--- src/rtl/frame_ram_reader_pkg.sv ---
// Shared constants, state encoding and length clamp for the frame RAM reader.
package frame_ram_pkg;
  localparam int ADDR_W  = 12;
  localparam int DEPTH   = 4096;
  localparam int LEN_W   = 6;
  localparam int MAX_LEN = 32;
  localparam int IDX_W   = $clog2(MAX_LEN);

  typedef enum logic [1:0] {IDLE, ISSUE, DRAIN, DONE} state_t;

  function automatic logic [LEN_W-1:0] clamp_len(input logic [LEN_W-1:0] len6);
    return (len6 > LEN_W'(MAX_LEN)) ? LEN_W'(MAX_LEN) : len6;
  endfunction
endpackage

--- src/rtl/frame_ram_reader_if.sv ---
// Custom-instruction handshake between the NIOS core (master) and the reader (slave).
interface frame_ram_reader_if;
  logic        start;
  logic [31:0] dataa;
  logic [31:0] datab;
  logic [31:0] result;
  logic        done;

  modport master (output start, dataa, datab, input result, done);
  modport slave  (input start, dataa, datab, output result, done);
endinterface

--- src/rtl/frame_ram_reader_rd_lat_pipe.sv ---
// Delay line that tracks which result bit each outstanding RAM read belongs to.
module rd_lat_pipe
  import frame_ram_pkg::*;
#(
  parameter int RD_LAT = 1
) (
  input  logic             clk,
  input  logic             reset,
  input  logic             in_valid,
  input  logic [IDX_W-1:0] in_idx,
  output logic             out_valid,
  output logic [IDX_W-1:0] out_idx
);
  logic [RD_LAT-1:0] vld;
  logic [IDX_W-1:0]  idx_q [RD_LAT];

  always_ff @(posedge clk) begin
    if (reset) begin
      vld <= '0;
      for (int i = 0; i < RD_LAT; i++) idx_q[i] <= '0;
    end else begin
      vld[0]   <= in_valid;
      idx_q[0] <= in_idx;
      for (int i = 1; i < RD_LAT; i++) begin
        vld[i]   <= vld[i-1];
        idx_q[i] <= idx_q[i-1];
      end
    end
  end

  assign out_valid = vld[RD_LAT-1];
  assign out_idx   = idx_q[RD_LAT-1];
endmodule

--- src/rtl/frame_ram_reader.sv ---
// Reads up to 32 consecutive pixel bits from the frame RAM and packs them into result.
//   state | meaning
//   IDLE  | waiting for start, result held
//   ISSUE | one read address per cycle, len cycles
//   DRAIN | RD_LAT cycles for the last reads to return
//   DONE  | done pulse, result valid
module frame_ram_reader
  import frame_ram_pkg::*;
#(
  parameter int RD_LAT = 1
) (
  input  logic                clk,
  input  logic                reset,
  frame_ram_reader_if.slave   ci,
  output logic [ADDR_W-1:0]   rdaddress,
  input  logic                q,
  output logic                rd_active
);
  localparam logic [1:0] DRAIN_LOAD = 2'(RD_LAT - 1);

  state_t           state, state_nxt;
  logic [LEN_W-1:0] len_in, len_q;
  logic [IDX_W-1:0] idx;
  logic [1:0]       drain_cnt;
  logic [31:0]      result_q;
  logic             pipe_valid;
  logic [IDX_W-1:0] pipe_idx;
  logic             unused;

  assign len_in = clamp_len(ci.datab[LEN_W-1:0]);
  assign unused = ^{ci.dataa[31:ADDR_W], ci.datab[31:LEN_W]};

  always_comb begin
    state_nxt = state;
    case (state)
      IDLE:  if (ci.start) state_nxt = (len_in == '0) ? DONE : ISSUE;
      ISSUE: if (LEN_W'(idx) == len_q - LEN_W'(1)) state_nxt = DRAIN;
      DRAIN: if (drain_cnt == 2'd0) state_nxt = DONE;
      DONE:  state_nxt = IDLE;
      default: state_nxt = IDLE;
    endcase
  end

  always_ff @(posedge clk) begin
    if (reset) begin
      state     <= IDLE;
      result_q  <= '0;
      rdaddress <= '0;
      idx       <= '0;
      len_q     <= '0;
      drain_cnt <= '0;
    end else begin
      state <= state_nxt;
      case (state)
        IDLE: if (ci.start) begin
          result_q  <= '0;
          len_q     <= len_in;
          rdaddress <= ci.dataa[ADDR_W-1:0];
          idx       <= '0;
        end
        ISSUE: begin
          rdaddress <= rdaddress + ADDR_W'(1);
          idx       <= idx + IDX_W'(1);
          drain_cnt <= DRAIN_LOAD;
        end
        DRAIN: drain_cnt <= drain_cnt - 2'd1;
        default: ;
      endcase
      // returns only arrive in ISSUE/DRAIN, never on the IDLE clear
      if (pipe_valid) result_q[pipe_idx] <= q;
    end
  end

  rd_lat_pipe #(.RD_LAT(RD_LAT)) u_pipe (
    .clk       (clk),
    .reset     (reset),
    .in_valid  (state == ISSUE),
    .in_idx    (idx),
    .out_valid (pipe_valid),
    .out_idx   (pipe_idx)
  );

  assign rd_active = (state == ISSUE) || (state == DRAIN);
  assign ci.done   = (state == DONE);
  assign ci.result = result_q;
endmodule

--- src/flat_wrapper.sv ---
// flat-port wrapper written by rule: the top's interface ports become plain ports
module frame_ram_reader_flat import frame_ram_pkg::*;
#(
  parameter int RD_LAT = 1
)
  (clk, reset, rdaddress, q, rd_active, ci_start, ci_dataa, ci_datab, ci_result, ci_done);
  frame_ram_reader_if ci_i ();
  input  logic clk;
  input  logic reset;
  output logic [ADDR_W-1:0] rdaddress;
  input  logic q;
  output logic rd_active;
  input wire logic [$bits(ci_i.start)-1:0] ci_start;
  input wire logic [$bits(ci_i.dataa)-1:0] ci_dataa;
  input wire logic [$bits(ci_i.datab)-1:0] ci_datab;
  output wire logic [$bits(ci_i.result)-1:0] ci_result;
  output wire logic [$bits(ci_i.done)-1:0] ci_done;
  assign ci_i.start = ci_start;
  assign ci_i.dataa = ci_dataa;
  assign ci_i.datab = ci_datab;
  assign ci_result = ci_i.result;
  assign ci_done = ci_i.done;
  frame_ram_reader #(.RD_LAT(RD_LAT)) u_core (.clk(clk), .reset(reset), .ci(ci_i), .rdaddress(rdaddress), .q(q), .rd_active(rd_active));
endmodule
--- config.mk ---
export PLATFORM = sky130hd
export DESIGN_NAME = frame_ram_reader_flat
export DESIGN_NICKNAME = d
export VERILOG_FILES = /design/src/rtl/frame_ram_reader_pkg.sv /design/src/rtl/frame_ram_reader_if.sv /design/src/rtl/frame_ram_reader_rd_lat_pipe.sv /design/src/rtl/frame_ram_reader.sv /design/src/flat_wrapper.sv
export SDC_FILE = /design/constraint.sdc
export NUM_CORES = 1
export LEC_CHECK = 0
export BUFFER_PORTS_ARGS = -buffer_cell sky130_fd_sc_hd__buf_2
export CORE_MARGIN = 8
export CORE_UTILIZATION = 45
export CTS_CLUSTER_SIZE = 40
export DETAILED_ROUTE_END_ITERATION = 7
export GPL_ROUTABILITY_DRIVEN = 0
export GPL_TIMING_DRIVEN = 0
export PLACE_DENSITY = 0.76
export SKIP_LAST_GASP = 1
export SLEW_MARGIN = 20
export SYNTH_ARGS = -nofsm -noshare
export SYNTH_HDL_FRONTEND = slang
export SYNTH_SLANG_ARGS = --single-unit
--- constraint.sdc ---
create_clock -name clk -period 2.15 [get_ports clk]
set_clock_uncertainty 0.2 [all_clocks]
set_input_delay 0.3225 -clock clk [delete_from_list [all_inputs] [get_ports clk]]
set_output_delay 0.3225 -clock clk [all_outputs]
set_load 0.005 [all_outputs]
==> summary.md, run 1 <==
| Metric | Value |
|---|---|
| Kind of cell adding the most delay to the critical path | compound AO/OA/AOI/OAI gates |
| Cell with the most instances after synthesis | dfxtp_1 |
| Top_reg_cell synth | dfxtp_1 |
| Avg WL per Cell | 15.7 µm |
| Design Area, Final | 3890 µm² |
| Vias per std cell | about 5.7 |
| Post-CTS Setup Bufs | 0 |
| Post-synthesis mux area share | 0.00665 |
| Cts bufs inserted | 9 |
| Syn_nets | 470 |
| Post-DP HPWL | about 6.5 mm |
| Synthesized instance count | around 390 |
| # DRC | 0 |
| Post-synth EDFFs | 0 |
| Synthesis-stage register bit count | between 60 and 70 |
| DRT Pass-1 Iters | 4 |
| CP Class | register to register |
| Fraction of registers with async set/reset | 0 |
| Lkg Pwr | between 0.0015 and 0.002 µW |
| Non-Filler Instances | between 500 and 600 |
| CTS sink cnt | between 60 and 70 |
| Vias in the first global route | around 3,100 |
| Post-Synth Simple-Gate Area | 0.257 |
| Max-cap viol count | 0 |
| Post-placement setup slack | -0.136 ns |
| Antenna violations before repair | 0 |
| Clock transition at the registers of the reported paths | around 0.07 ns |
| Slew @ Worst Pin | approximately 0.73 ns |
| CTS tree | done |
| Internal | about 2500 µW |
| Pwr dens | 999 nW/µm² |
| Max IR drop VDD | 668 µV |
| # H-tree levels | 3 |
| Antenna cell count | 0 |
| Post-Route WL | between 8 and 9 mm |
| Final-report hold violation count | 0 |
| Placed insts | around 560 |
| Total Routing Usage GR | 0.179 |
| Final setup margin | -0.0233 ns |
| Distinct cell type count of the synthesized netlist | 52 |
| Hold Crit Class | input port to register |
| Core Footprint | slightly below 7000 µm² |
| Critical Path Source Type | register |
| Slew HR | 0.510 |
| CP max stage delay | roughly 0.4 ns |
| Slowest CP cell | dfxtp_1 |
| Largest net degree at the start of global routing | 11 |
| Root Driver | clkbuf_8 |
| Die Footprint | between 10,000 and 15,000 µm² |
| DRT iter0 DRCs | 160 |
| Number of port buffers | 66 |
| Global-route wire length before repair | 14.5 mm |
| Status | finished with violations |
| Max Freq | roughly 460 MHz |
| GR Overflow Total | 0 |
| Initial Util | 0.468 |
| Crit-path cells | inv_1 > ha_1 > and2_1 > o21a_1 > o31ai_2 > a211oi_1 > a2111oi_2 |
| Nets | ~550 |
| Seq pwr share | 0.383 |
| Period minus WS final | roughly 2.2 ns |
| Worst endpoint required time | ~2.2 ns |
| Area grow syn2layout | 21.7% |
| Final Slew Violations | 0 |
| Part of the cycle the worst path needs | 1.01 |
| Sw Pwr | approximately 1400 µW |
| Largest area contributor in the synthesized netlist | dfxtp_1 |
| Synth area leaders | dfxtp_1 41%, a21oi_1 8.3%, nand3_1 7.5%, o211ai_1 5.6%, nor2_1 4.0% |
| RSZ-0062 raised after global routing | true |
| Largest family of logic cells by synthesized area | simple AND/OR/NAND/NOR gates |
| Via Count | about 3,200 |
| Post-synth top cells | 65 x dfxtp_1, 53 x a21oi_1, 48 x nand3_1 |
| Avg Inst Size Synth | 8.12 µm² |
| Worst setup EP type | register |
| Combinational power share | 0.338 |
| Top cell type's share of synthesized area | 0.407 |
| Die X | ~100 µm |
| Seq/Total Area, Yosys | 0.407 |
| Peak fanout along the critical path | 4 |
| CP Data Arrival Time | between 2 and 2.5 ns |
| Layout cell share with drive strength beyond 1 | 0.218 |
| Failing checks | negative setup slack |
| Row cnt | 30 |
| Final setup fails | 1 |
| Cell Area, Synth | roughly 3200 µm² |
| DP Area | ~3600 µm² |
| Die height | around 100 µm |
| Ports | 114 |
| Sw Ratio | 0.365 |
| Ys Warns | 0 |
| Clk network pwr share | 0.278 |
| Synth Area in Adders | 0.0313 |
| Antenna Violating Nets Remaining | 0 |
| Synth Area in Compound Gates | 0.228 |
| Worst-skew pair later-pin latency | around 0.34 ns |
| Worst Path Buf+Inv | 1 |
| CTS Buffer Depth | 2 |
| Post-Synth XOR/XNOR Area | 0.0219 |
[logic make-up (layout without fill, tap and decap cells)]
kind of cell,Yosys count,after routing
XOR/XNOR,8,8
AND/OR/NAND/NOR,157,157
flip-flops,65,65
AO/OA/AOI/OAI,116,116
multiplexers,2,2
buffers and inverters,38,121
adder cells (fa/ha/maj),8,8
[worst min-delay path, cell delays in order]
cell	delay, ns
buf_2	0.14
nand3_1	0.07
a21oi_1	0.05
[registers in the layout, summed over array words and instances, names as in the netlist]
name and flops:
u_core.drain_cnt 2, u_core.len_q 6, u_core.ci.result 32, u_core.u_pipe.out_valid 1
u_core.rdaddress 12, u_core.u_pipe.idx_q 5, u_core.state 2, u_core.idx 5
[path summary, 6_finish.rpt]
kind / from / to / slack (ns) / depth (start not counted)
worst max-delay path: u_core.len_q[1] / u_core.state[1] / -0.02 / 7
worst min-delay path: q / u_core.ci.result[15] / 0.09 / 3
worst max register to register: u_core.len_q[1] / u_core.state[1] / -0.02 / 7
worst min register to register: u_core.ci.result[6] / u_core.ci.result[6] / 0.26 / 2
[cell usage in the layout (no fill, tap or decap), types with 4 or more instances in the layout]
cell type / synthesis / final
clkbuf_1: 25 / 22
o211ai_1: 24 / 24
nand2_1: 23 / 22
buf_2: 2 / 68
nor3b_1: 5 / 5
inv_1: 8 / 8
nand3_1: 48 / 48
a211oi_1: 7 / 6
a21oi_1: 53 / 53
dfxtp_1: 65 / 64
and3_1: 5 / 5
nand4_1: 4 / 4
nor3_1: 7 / 7
clkbuf_8: 0 / 12
clkbuf_2: 1 / 5
o21ai_0: 10 / 9
ha_1: 8 / 8
xor2_1: 7 / 7
nor2b_1: 8 / 8
nor2_1: 34 / 34
[repair_timing]
item                                    4_1_cts  5_1_grt
gates cloned                                  0        0
gates resized for setup                       5       12
endpoints found under the setup margin       28       36
hold buffers                                  1        0
endpoints found under the hold margin         1        0
[stage by stage]
| stage | TNS, ns | hold WS, ns | total power, µW | utilization |
|---|---|---|---|---|
| 4_1_cts | -0.0791 | 0.0718 | 3870 | 0.568 |
| 3_3_place_gp | -0.539 | 0.252 | 2740 | 0.534 |
| 2_1_floorplan | 0 | 0.245 | 2370 | - |
| 5_1_grt | -0.162 | 0.110 | 4130 | 0.570 |
| 3_5_place_dp | -1.47 | 0.257 | 2770 | 0.534 |
| 6_report | -0.0233 | 0.0892 | 3890 | 0.570 |
[area by class of cell]
| class | count | area, µm² |
|---|---|---|
| Clock buffer | 14 | 173 |
| Fill cell | 670 | 2940 |
| Inverter | 9 | 33.8 |
| Timing Repair Buffer | 67 | 340 |
| Buffer | 29 | 129 |
| Tap cell | 96 | 120 |
| Clock inverter | 2 | 35.0 |
| Multi-Input combinational cell | 291 | 1760 |
| Sequential cell | 65 | 1300 |
[power groups by stage]
stage | Clock (µW) | Sequential [µW] | Combinational, µW
after floorplan | 0 | 1490 | 881
after global placement | 0 | 1510 | 1230
after detailed placement | 0 | 1520 | 1260
after CTS | 1090 | 1490 | 1290
after global routing | 1140 | 1520 | 1470
final | 1080 | 1490 | 1320
[per-layer routing]
layer  track usage  wire length, µm  share of wire  vias to the layer above
met4        0.0733               89         0.0099                        0
met2         0.300             4510           0.50                      120
met5             0                0              0                        -
met3        0.0671              727          0.081                       13
li1              -                -              -                     1593
met1         0.199             3660           0.41                     1518
(Power assumes the default switching activity.)
==> run 2: changes to the inputs <==
--- a/config.mk
+++ b/config.mk
@@ -12,7 +12,7 @@
 export DETAILED_ROUTE_END_ITERATION = 7
 export GPL_ROUTABILITY_DRIVEN = 0
 export GPL_TIMING_DRIVEN = 0
-export PLACE_DENSITY = 0.76
+export PLACE_DENSITY_LB_ADDON = 0.3
 export SKIP_LAST_GASP = 1
 export SLEW_MARGIN = 20
 export SYNTH_ARGS = -nofsm -noshare
==> summary.md, run 2 (same netlist as run 1, synthesis figures left out) <==
| Metric | Value |
|---|---|
| Status | finished, final reports clean (was finished with violations) |
| Area grow syn2layout | 21.9% (was 21.7%) |
| Slew @ Worst Pin | 0.804 ns (was 0.732 ns) |
| Met3 usage | 0.0388 (was 0.0671) |
| Pwr dens | 999 nW/µm² (about the same) |
| Crit-path cells | inv_1 > ha_1 > and2_1 > a211oi_2 > o31ai_4 > a21o_1 > a2111oi_2 (was inv_1 > ha_1 > and2_1 > o21a_1 > o31ai_2 > a211oi_1 > a2111oi_2) |
| Avg WL per Cell | 15.9 µm (was 15.7 µm) |
| Grt peak-use layer | met2 (unchanged) |
| RSZ-0062 raised after global routing | true (unchanged) |
| Row cnt | 30 (unchanged) |
| Period minus WS final | 2.06 ns (was 2.17 ns) |
| Antenna Violating Nets Remaining | 0 (unchanged) |
| Vias in the first global route | 3,112 (was 3,103) |
| DRT Pass-1 Iters | 5 (was 4) |
| # H-tree levels | 3 (unchanged) |
| Internal | 2420 µW (was 2470 µW) |
| Worst setup EP type | register (unchanged) |
| Post-Route WL | 9.10 mm (was 8.99 mm) |
| CP max stage delay | 0.38 ns (was 0.40 ns) |
| Cts bufs inserted | 9 (unchanged) |
| Most common cell after layout, fill and taps aside | buf_2 (unchanged) |
| Vias per std cell | 5.73 (was 5.66) |
| Design Area, Final | 3900 µm² (was 3890 µm²) |
| Max-cap viol count | 0 (unchanged) |
| Seq pwr share | 0.384 (was 0.383) |
| Total Routing Usage GR | 0.178 (was 0.179) |
| Routing usage on met1 | 0.206 (was 0.199) |
| CTS tree | done (unchanged) |
| Max IR drop VDD | 816 µV (was 668 µV) |
| Placed insts | 556 (unchanged) |
| Sw Pwr | 1470 µW (was 1420 µW) |
| CTS Buffer Depth | 2 (unchanged) |
| Global-route wire length before repair | 14.7 mm (was 14.5 mm) |
| Most frequent cells in the layout | 67 x buf_2, 63 x dfxtp_1, 53 x a21oi_1 (was 68 x buf_2, 64 x dfxtp_1, 53 x a21oi_1) |
| Final setup margin | 0.0892 ns (was -0.0233 ns) |
| Root Driver | clkbuf_8 (unchanged) |
| DP Area | 3650 µm² (unchanged) |
| Hold Crit Class | input port to register (unchanged) |
| GR met2 Demand/Resource | 0.310 (was 0.300) |
| Worst-skew pair later-pin latency | 0.35 ns (was 0.34 ns) |
| Combinational power share | 0.347 (was 0.338) |
| CP Class | register to register (unchanged) |
| Initial Util | 0.468 (unchanged) |
| Clk network pwr share | 0.269 (was 0.278) |
| Final setup fails | 0 (was 1) |
| Die height | 100 µm (unchanged) |
| Peak fanout along the critical path | 5 (was 4) |
| GR Overflow Total | 0 (unchanged) |
| Final Slew Violations | 0 (unchanged) |
| Number of port buffers | 66 (unchanged) |
| Die X | 100 µm (unchanged) |
| Non-Filler Instances | 573 (unchanged) |
| Core Footprint | 6830 µm² (unchanged) |
| Hold Slack | 0.0766 ns (was 0.0892 ns) |
| Clock transition at the registers of the reported paths | 0.07 ns (about the same) |
| Final-report hold violation count | 0 (unchanged) |
| CP Data Arrival Time | 2.09 ns (was 2.20 ns) |
| Post-placement setup slack | -0.145 ns (was -0.136 ns) |
| CTS sink cnt | 65 (unchanged) |
| Max FFs per register | 32 (unchanged) |
| Worst endpoint required time | 2.18 ns (about the same) |
| Via Count | 3,282 (was 3,244) |
| Nets | 548 (unchanged) |
| Slew HR | 0.461 (was 0.510) |
| Critical Path Source Type | register (unchanged) |
| Die Footprint | 10,100 µm² (unchanged) |
| Largest net degree at the start of global routing | 11 (unchanged) |
| DRT iter0 DRCs | 154 (was 160) |
| # DRC | 0 (unchanged) |
| Slowest CP cell | dfxtp_4 (was dfxtp_1) |
| Layout cell share with drive strength beyond 1 | 0.220 (was 0.218) |
| Post-CTS Setup Bufs | 0 (unchanged) |
| Lkg Pwr | 0.00156 µW (about the same) |
| Antenna violations before repair | 0 (unchanged) |
| Post-DP HPWL | 6.47 mm (was 6.46 mm) |
| Part of the cycle the worst path needs | 0.959 (was 1.01) |
| Max Freq | 485 MHz (was 460 MHz) |
| Antenna cell count | 0 (unchanged) |
| Final core occ | 0.571 (was 0.570) |
| Sw Ratio | 0.378 (was 0.365) |
| Ports | 114 (unchanged) |
[run 2: changes by cell type in the layout (fill, tap and decap cells not counted), sizes merged]
cell	change
buf	-1
clkinv	+1
[run 2: cell type report]
class | instances | area [µm²]
Fill cell | 672 | 2930
Tap cell | 96 | 120
Buffer | 29 | 133
Multi-Input combinational cell | 291 | 1780
Clock inverter | 3 | 40.0
Inverter | 9 | 33.8
Clock buffer | 13 | 149
Sequential cell | 65 | 1310
Timing Repair Buffer | 67 | 340
[run 2: power by group through the flow]
stage	clock network, µW	registers [µW]	logic [µW]
5_1_grt	1100	1520	1500
2_1_floorplan	0	1490	881
3_3_place_gp	0	1510	1240
4_1_cts	1040	1490	1290
3_5_place_dp	0	1520	1260
6_report	1050	1500	1350
[run 2: layer usage]
layer,vias to the layer above,wire length [µm],part of all wire
li1,1581,-,-
met1,1563,3850,0.42
met2,122,4410,0.49
met3,16,686,0.075
met4,0,146,0.016
met5,-,0,0
[run 2: timing repair]
item / CTS / global route
pin swaps: 0 / 1
resized for setup: 6 / 18
hold buffers: 1 / 0
setup endpoints to repair: 43 / 41
endpoints found under the hold margin: 1 / 0
[run 2: final timing paths]
kind | startpoint | end | slack, ns | depth (start not counted)
max | u_core.len_q[0] | u_core.state[1] | 0.09 | 7
min | q | u_core.ci.result[16] | 0.08 | 3
max reg2reg | u_core.len_q[0] | u_core.state[1] | 0.09 | 7
min reg2reg | u_core.ci.result[5] | u_core.ci.result[5] | 0.27 | 2
[run 2: critical path: cells and delay by family, from the launching register on]
kind                       cells  cell delay [ns]
AOI/OAI and AO/OA              4             0.94
adders and majority gates      1             0.20
buffers and inverters          1             0.05
DFF                            1             0.38
and+or+nand+nor                1             0.19
[run 2: through the flow]
step	setup TNS (ns)	total power (µW)
after global routing	-0.0187	4110
after CTS	0	3830
final	0	3890
after detailed placement	-2.11	2780
after floorplan	0	2370
after global placement	-0.984	2750
==> run 3: changes to the inputs <==
--- a/config.mk
+++ b/config.mk
@@ -5,6 +5,7 @@
 export SDC_FILE = /design/constraint.sdc
 export NUM_CORES = 1
 export LEC_CHECK = 0
+export ABC_AREA = 1
 export BUFFER_PORTS_ARGS = -buffer_cell sky130_fd_sc_hd__buf_2
 export CORE_MARGIN = 8
 export CORE_UTILIZATION = 45
@@ -13,6 +14,7 @@
 export GPL_ROUTABILITY_DRIVEN = 0
 export GPL_TIMING_DRIVEN = 0
 export PLACE_DENSITY_LB_ADDON = 0.3
+export REMOVE_ABC_BUFFERS = 1
 export SKIP_LAST_GASP = 1
 export SLEW_MARGIN = 20
 export SYNTH_ARGS = -nofsm -noshare
==> summary.md, run 3 <==
| Metric | Value |
|---|---|
| Area grow syn2layout | 21.5% (was 21.9%) |
| Core Footprint | 6830 µm² (unchanged) |
| Vias in the first global route | 3,013 (was 3,112) |
| Worst setup EP type | register (unchanged) |
| Avg Inst Size Synth | 7.48 µm² (was 8.12 µm²) |
| Non-Filler Instances | 595 (was 573) |
| R2R Path End | u_core.ci.result[20] (was u_core.state[1]) |
| Die X | 100 µm (about the same) |
| Synthesis-stage register bit count | 65 (unchanged) |
| Slew HR | 0.407 (was 0.461) |
| R2R Path Start | u_core.u_pipe.idx_q[0][1] (was u_core.len_q[0]) |
| Ports | 114 (unchanged) |
| Hold endpoint | u_core.len_q[3] (was u_core.ci.result[16]) |
| Root Driver | clkbuf_8 (unchanged) |
| Die Footprint | 10,100 µm² (about the same) |
| RSZ-0062 raised after global routing | false (was true) |
| Worst endpoint required time | 2.14 ns (was 2.18 ns) |
| Worst hold start | ci_datab[3] (was q) |
| Ys Warns | 0 (unchanged) |
| Worst Reg2Reg Path Length in Cells | 4 (was 7) |
| Nets | 570 (was 548) |
| Most common cell after layout, fill and taps aside | nor3_1 (was buf_2) |
| Distinct cell type count of the synthesized netlist | 30 (was 52) |
| Initial Util | 0.469 (was 0.468) |
| Post-synth top cells | 70 x nor3_1, 66 x nand2_1, 65 x dfxtp_1 (was 65 x dfxtp_1, 53 x a21oi_1, 48 x nand3_1) |
| Pwr dens | 1080 nW/µm² (was 999 nW/µm²) |
| Lkg Pwr | 0.00161 µW (was 0.00156 µW) |
| Synthesized instance count | 429 (was 394) |
| CP Data Arrival Time | 1.98 ns (was 2.09 ns) |
| Global-route wire length before repair | 14.0 mm (was 14.7 mm) |
| Total Routing Usage GR | 0.170 (was 0.178) |
| Max-cap viol count | 0 (unchanged) |
| Largest net degree at the start of global routing | 47 (was 11) |
| Number of port buffers | 67 (was 66) |
| Largest family of logic cells by synthesized area | simple AND/OR/NAND/NOR gates (unchanged) |
| CP Class | register to register (unchanged) |
| Antenna Violating Nets Remaining | 0 (unchanged) |
| Clock transition at the registers of the reported paths | 0.08 ns (was 0.07 ns) |
| Layout cell share with drive strength beyond 1 | 0.224 (was 0.220) |
| DRT Pass-1 Iters | 5 (unchanged) |
| Largest area contributor in the synthesized netlist | dfxtp_1 (unchanged) |
| Synth Area in Adders | 0.0312 (was 0.0313) |
| Max FFs per register | 32 (unchanged) |
| CTS Buffer Depth | 2 (unchanged) |
| Post-synth EDFFs | 0 (unchanged) |
| Antenna violations before repair | 0 (unchanged) |
| Total negative slack | 0 ns (unchanged) |
| Reg area | 1300 µm² (was 1310 µm²) |
| Placed insts | 574 (was 556) |
| CTS tree | done (unchanged) |
| Fraction of registers with async set/reset | 0 (unchanged) |
| Post-DP HPWL | 5.74 mm (was 6.47 mm) |
| Post-Route WL | 8.56 mm (was 9.10 mm) |
| Via Count | 3,216 (was 3,282) |
| Area occupied by multi-input gates | 1650 µm² (was 1780 µm²) |
| Final-report hold violation count | 0 (unchanged) |
| Most frequent cells in the layout | 70 x nor3_1, 67 x buf_2, 66 x nand2_1 (was 67 x buf_2, 63 x dfxtp_1, 53 x a21oi_1) |
| # H-tree levels | 3 (unchanged) |
| Final Slew Violations | 0 (unchanged) |
| Antenna cell count | 0 (unchanged) |
| Cts bufs inserted | 9 (unchanged) |
| Status | finished, final reports clean (unchanged) |
| DRT iter0 DRCs | 177 (was 154) |
| GR Overflow Total | 0 (unchanged) |
| Vias per std cell | 5.41 (was 5.73) |
| Final setup fails | 0 (unchanged) |
| Post-Synth Simple-Gate Area | 0.297 (was 0.257) |
| Row cnt | 30 (unchanged) |
| Cell with the most instances after synthesis | nor3_1 (was dfxtp_1) |
| Reg2Reg Setup Slack | 0.16 ns (was 0.09 ns) |
| # DRC | 0 (unchanged) |
| WHS Path Cells | 3 (unchanged) |
| Critical Path Source Type | register (unchanged) |
| Avg WL per Cell | 14.4 µm (was 15.9 µm) |
| Peak fanout along the critical path | 9 (was 5) |
| Seq/Total Area, Yosys | 0.406 (was 0.407) |
| Slew @ Worst Pin | 0.890 ns (was 0.804 ns) |
| CTS sink cnt | 65 (unchanged) |
| Top_reg_cell synth | dfxtp_1 (unchanged) |
| Hold Crit Class | input port to register (unchanged) |
| Period minus WS final | 1.99 ns (was 2.06 ns) |
| DP Area | 3580 µm² (was 3650 µm²) |
| Die height | 100 µm (about the same) |
| Fillers | 655 (was 672) |
| Max Freq | 502 MHz (was 485 MHz) |
| Cell Area, Synth | 3210 µm² (was 3200 µm²) |
| Design Area, Final | 3900 µm² (about the same) |
| Post-synthesis mux area share | 0 (was 0.00665) |
| Synth area leaders | dfxtp_1 41%, nor3_1 11%, nand2_1 7.7%, a22oi_1 7.5%, inv_1 5.6% (was dfxtp_1 41%, a21oi_1 8.3%, nand3_1 7.5%, o211ai_1 5.6%, nor2_1 4.0%) |
| Part of the cycle the worst path needs | 0.927 (was 0.959) |
| Worst-skew pair later-pin latency | 0.34 ns (was 0.35 ns) |
| Synth Area in Compound Gates | 0.174 (was 0.228) |
| Top cell type's share of synthesized area | 0.406 (was 0.407) |
| Final core occ | 0.570 (was 0.571) |
| Max IR drop VDD | 938 µV (was 816 µV) |
| Post-Synth XOR/XNOR Area | 0 (was 0.0219) |
[run 3: cell count changes after synthesis, sizes merged, moves of 11 or more]
cell    change
a21oi      -32
a22oi      +31
clkbuf     -14
inv        +47
nand2      +44
nand3      -28
nor2       -11
nor3       +73
o211ai     -24
[run 3: logic make-up after synthesis]
logic type,Yosys count
AOI/OAI and AO/OA,86
adders and majority gates,8
buffers and inverters,74
DFF,65
and+or+nand+nor,196
[run 3: repair_timing]
| item | CTS | global route |
|---|---|---|
| pin swaps | 1 | 1 |
| endpoints found under the setup margin | 17 | 16 |
| endpoints found under the hold margin | 1 | 0 |
| gates cloned | 0 | 1 |
| hold buffers | 1 | 0 |
| resized for setup | 2 | 6 |
| buffers inserted | 3 | 0 |
[run 3: cell type report]
cell class,count,share of cell area
Timing Repair Buffer,71,0.0944
Multi-Input combinational cell,291,0.424
Tap cell,96,0.0308
Clock inverter,7,0.0305
Sequential cell,65,0.334
Clock buffer,9,0.0318
Inverter,56,0.0546
[run 3: routing by layer]
layer	up-vias	routed length [µm]	track usage
met5	-	0	0
met3	15	641	0.0401
met4	0	154	0.0756
li1	1614	-	-
met2	119	3930	0.285
met1	1468	3840	0.201
[run 3: worst max-delay path by stage]
stage                                       to                       from  cells past startpoint  slack, ns
after floorplan                  u_core.idx[4]            u_core.state[1]                      9       0.07
after global placement     u_core.rdaddress[3]            u_core.state[1]                      7      -0.44
after detailed placement   u_core.rdaddress[3]            u_core.state[1]                      7      -0.47
after CTS                  u_core.rdaddress[3]            u_core.state[0]                      7       0.02
after global routing       u_core.rdaddress[3]            u_core.state[1]                      7       0.03
final                     u_core.ci.result[20]  u_core.u_pipe.idx_q[0][1]                      4       0.16
[run 3: worst max-delay path, cell delays in order, from the launching register on]
cell     delay, ns
dfxtp_1       0.36
nor3_2        0.61
inv_1         0.35
nor3_1        0.26
nor3_1        0.07
[run 3: report_power, final]
part	switching (µW)	total (µW)	internal [µW]
Combinational	894	1400	505
Clock	512	1280	770
Sequential	159	1530	1370
[run 3: stage by stage]
stage	worst slack [ns]	hold WS (ns)	power [µW]
CTS	0.0153	0.0394	4130
floorplan	0.0723	0.192	2390
detailed placement	-0.472	0.292	2800
global placement	-0.437	0.269	2770
global route	0.0278	0.0573	4490
finish	0.157	0.0488	4210
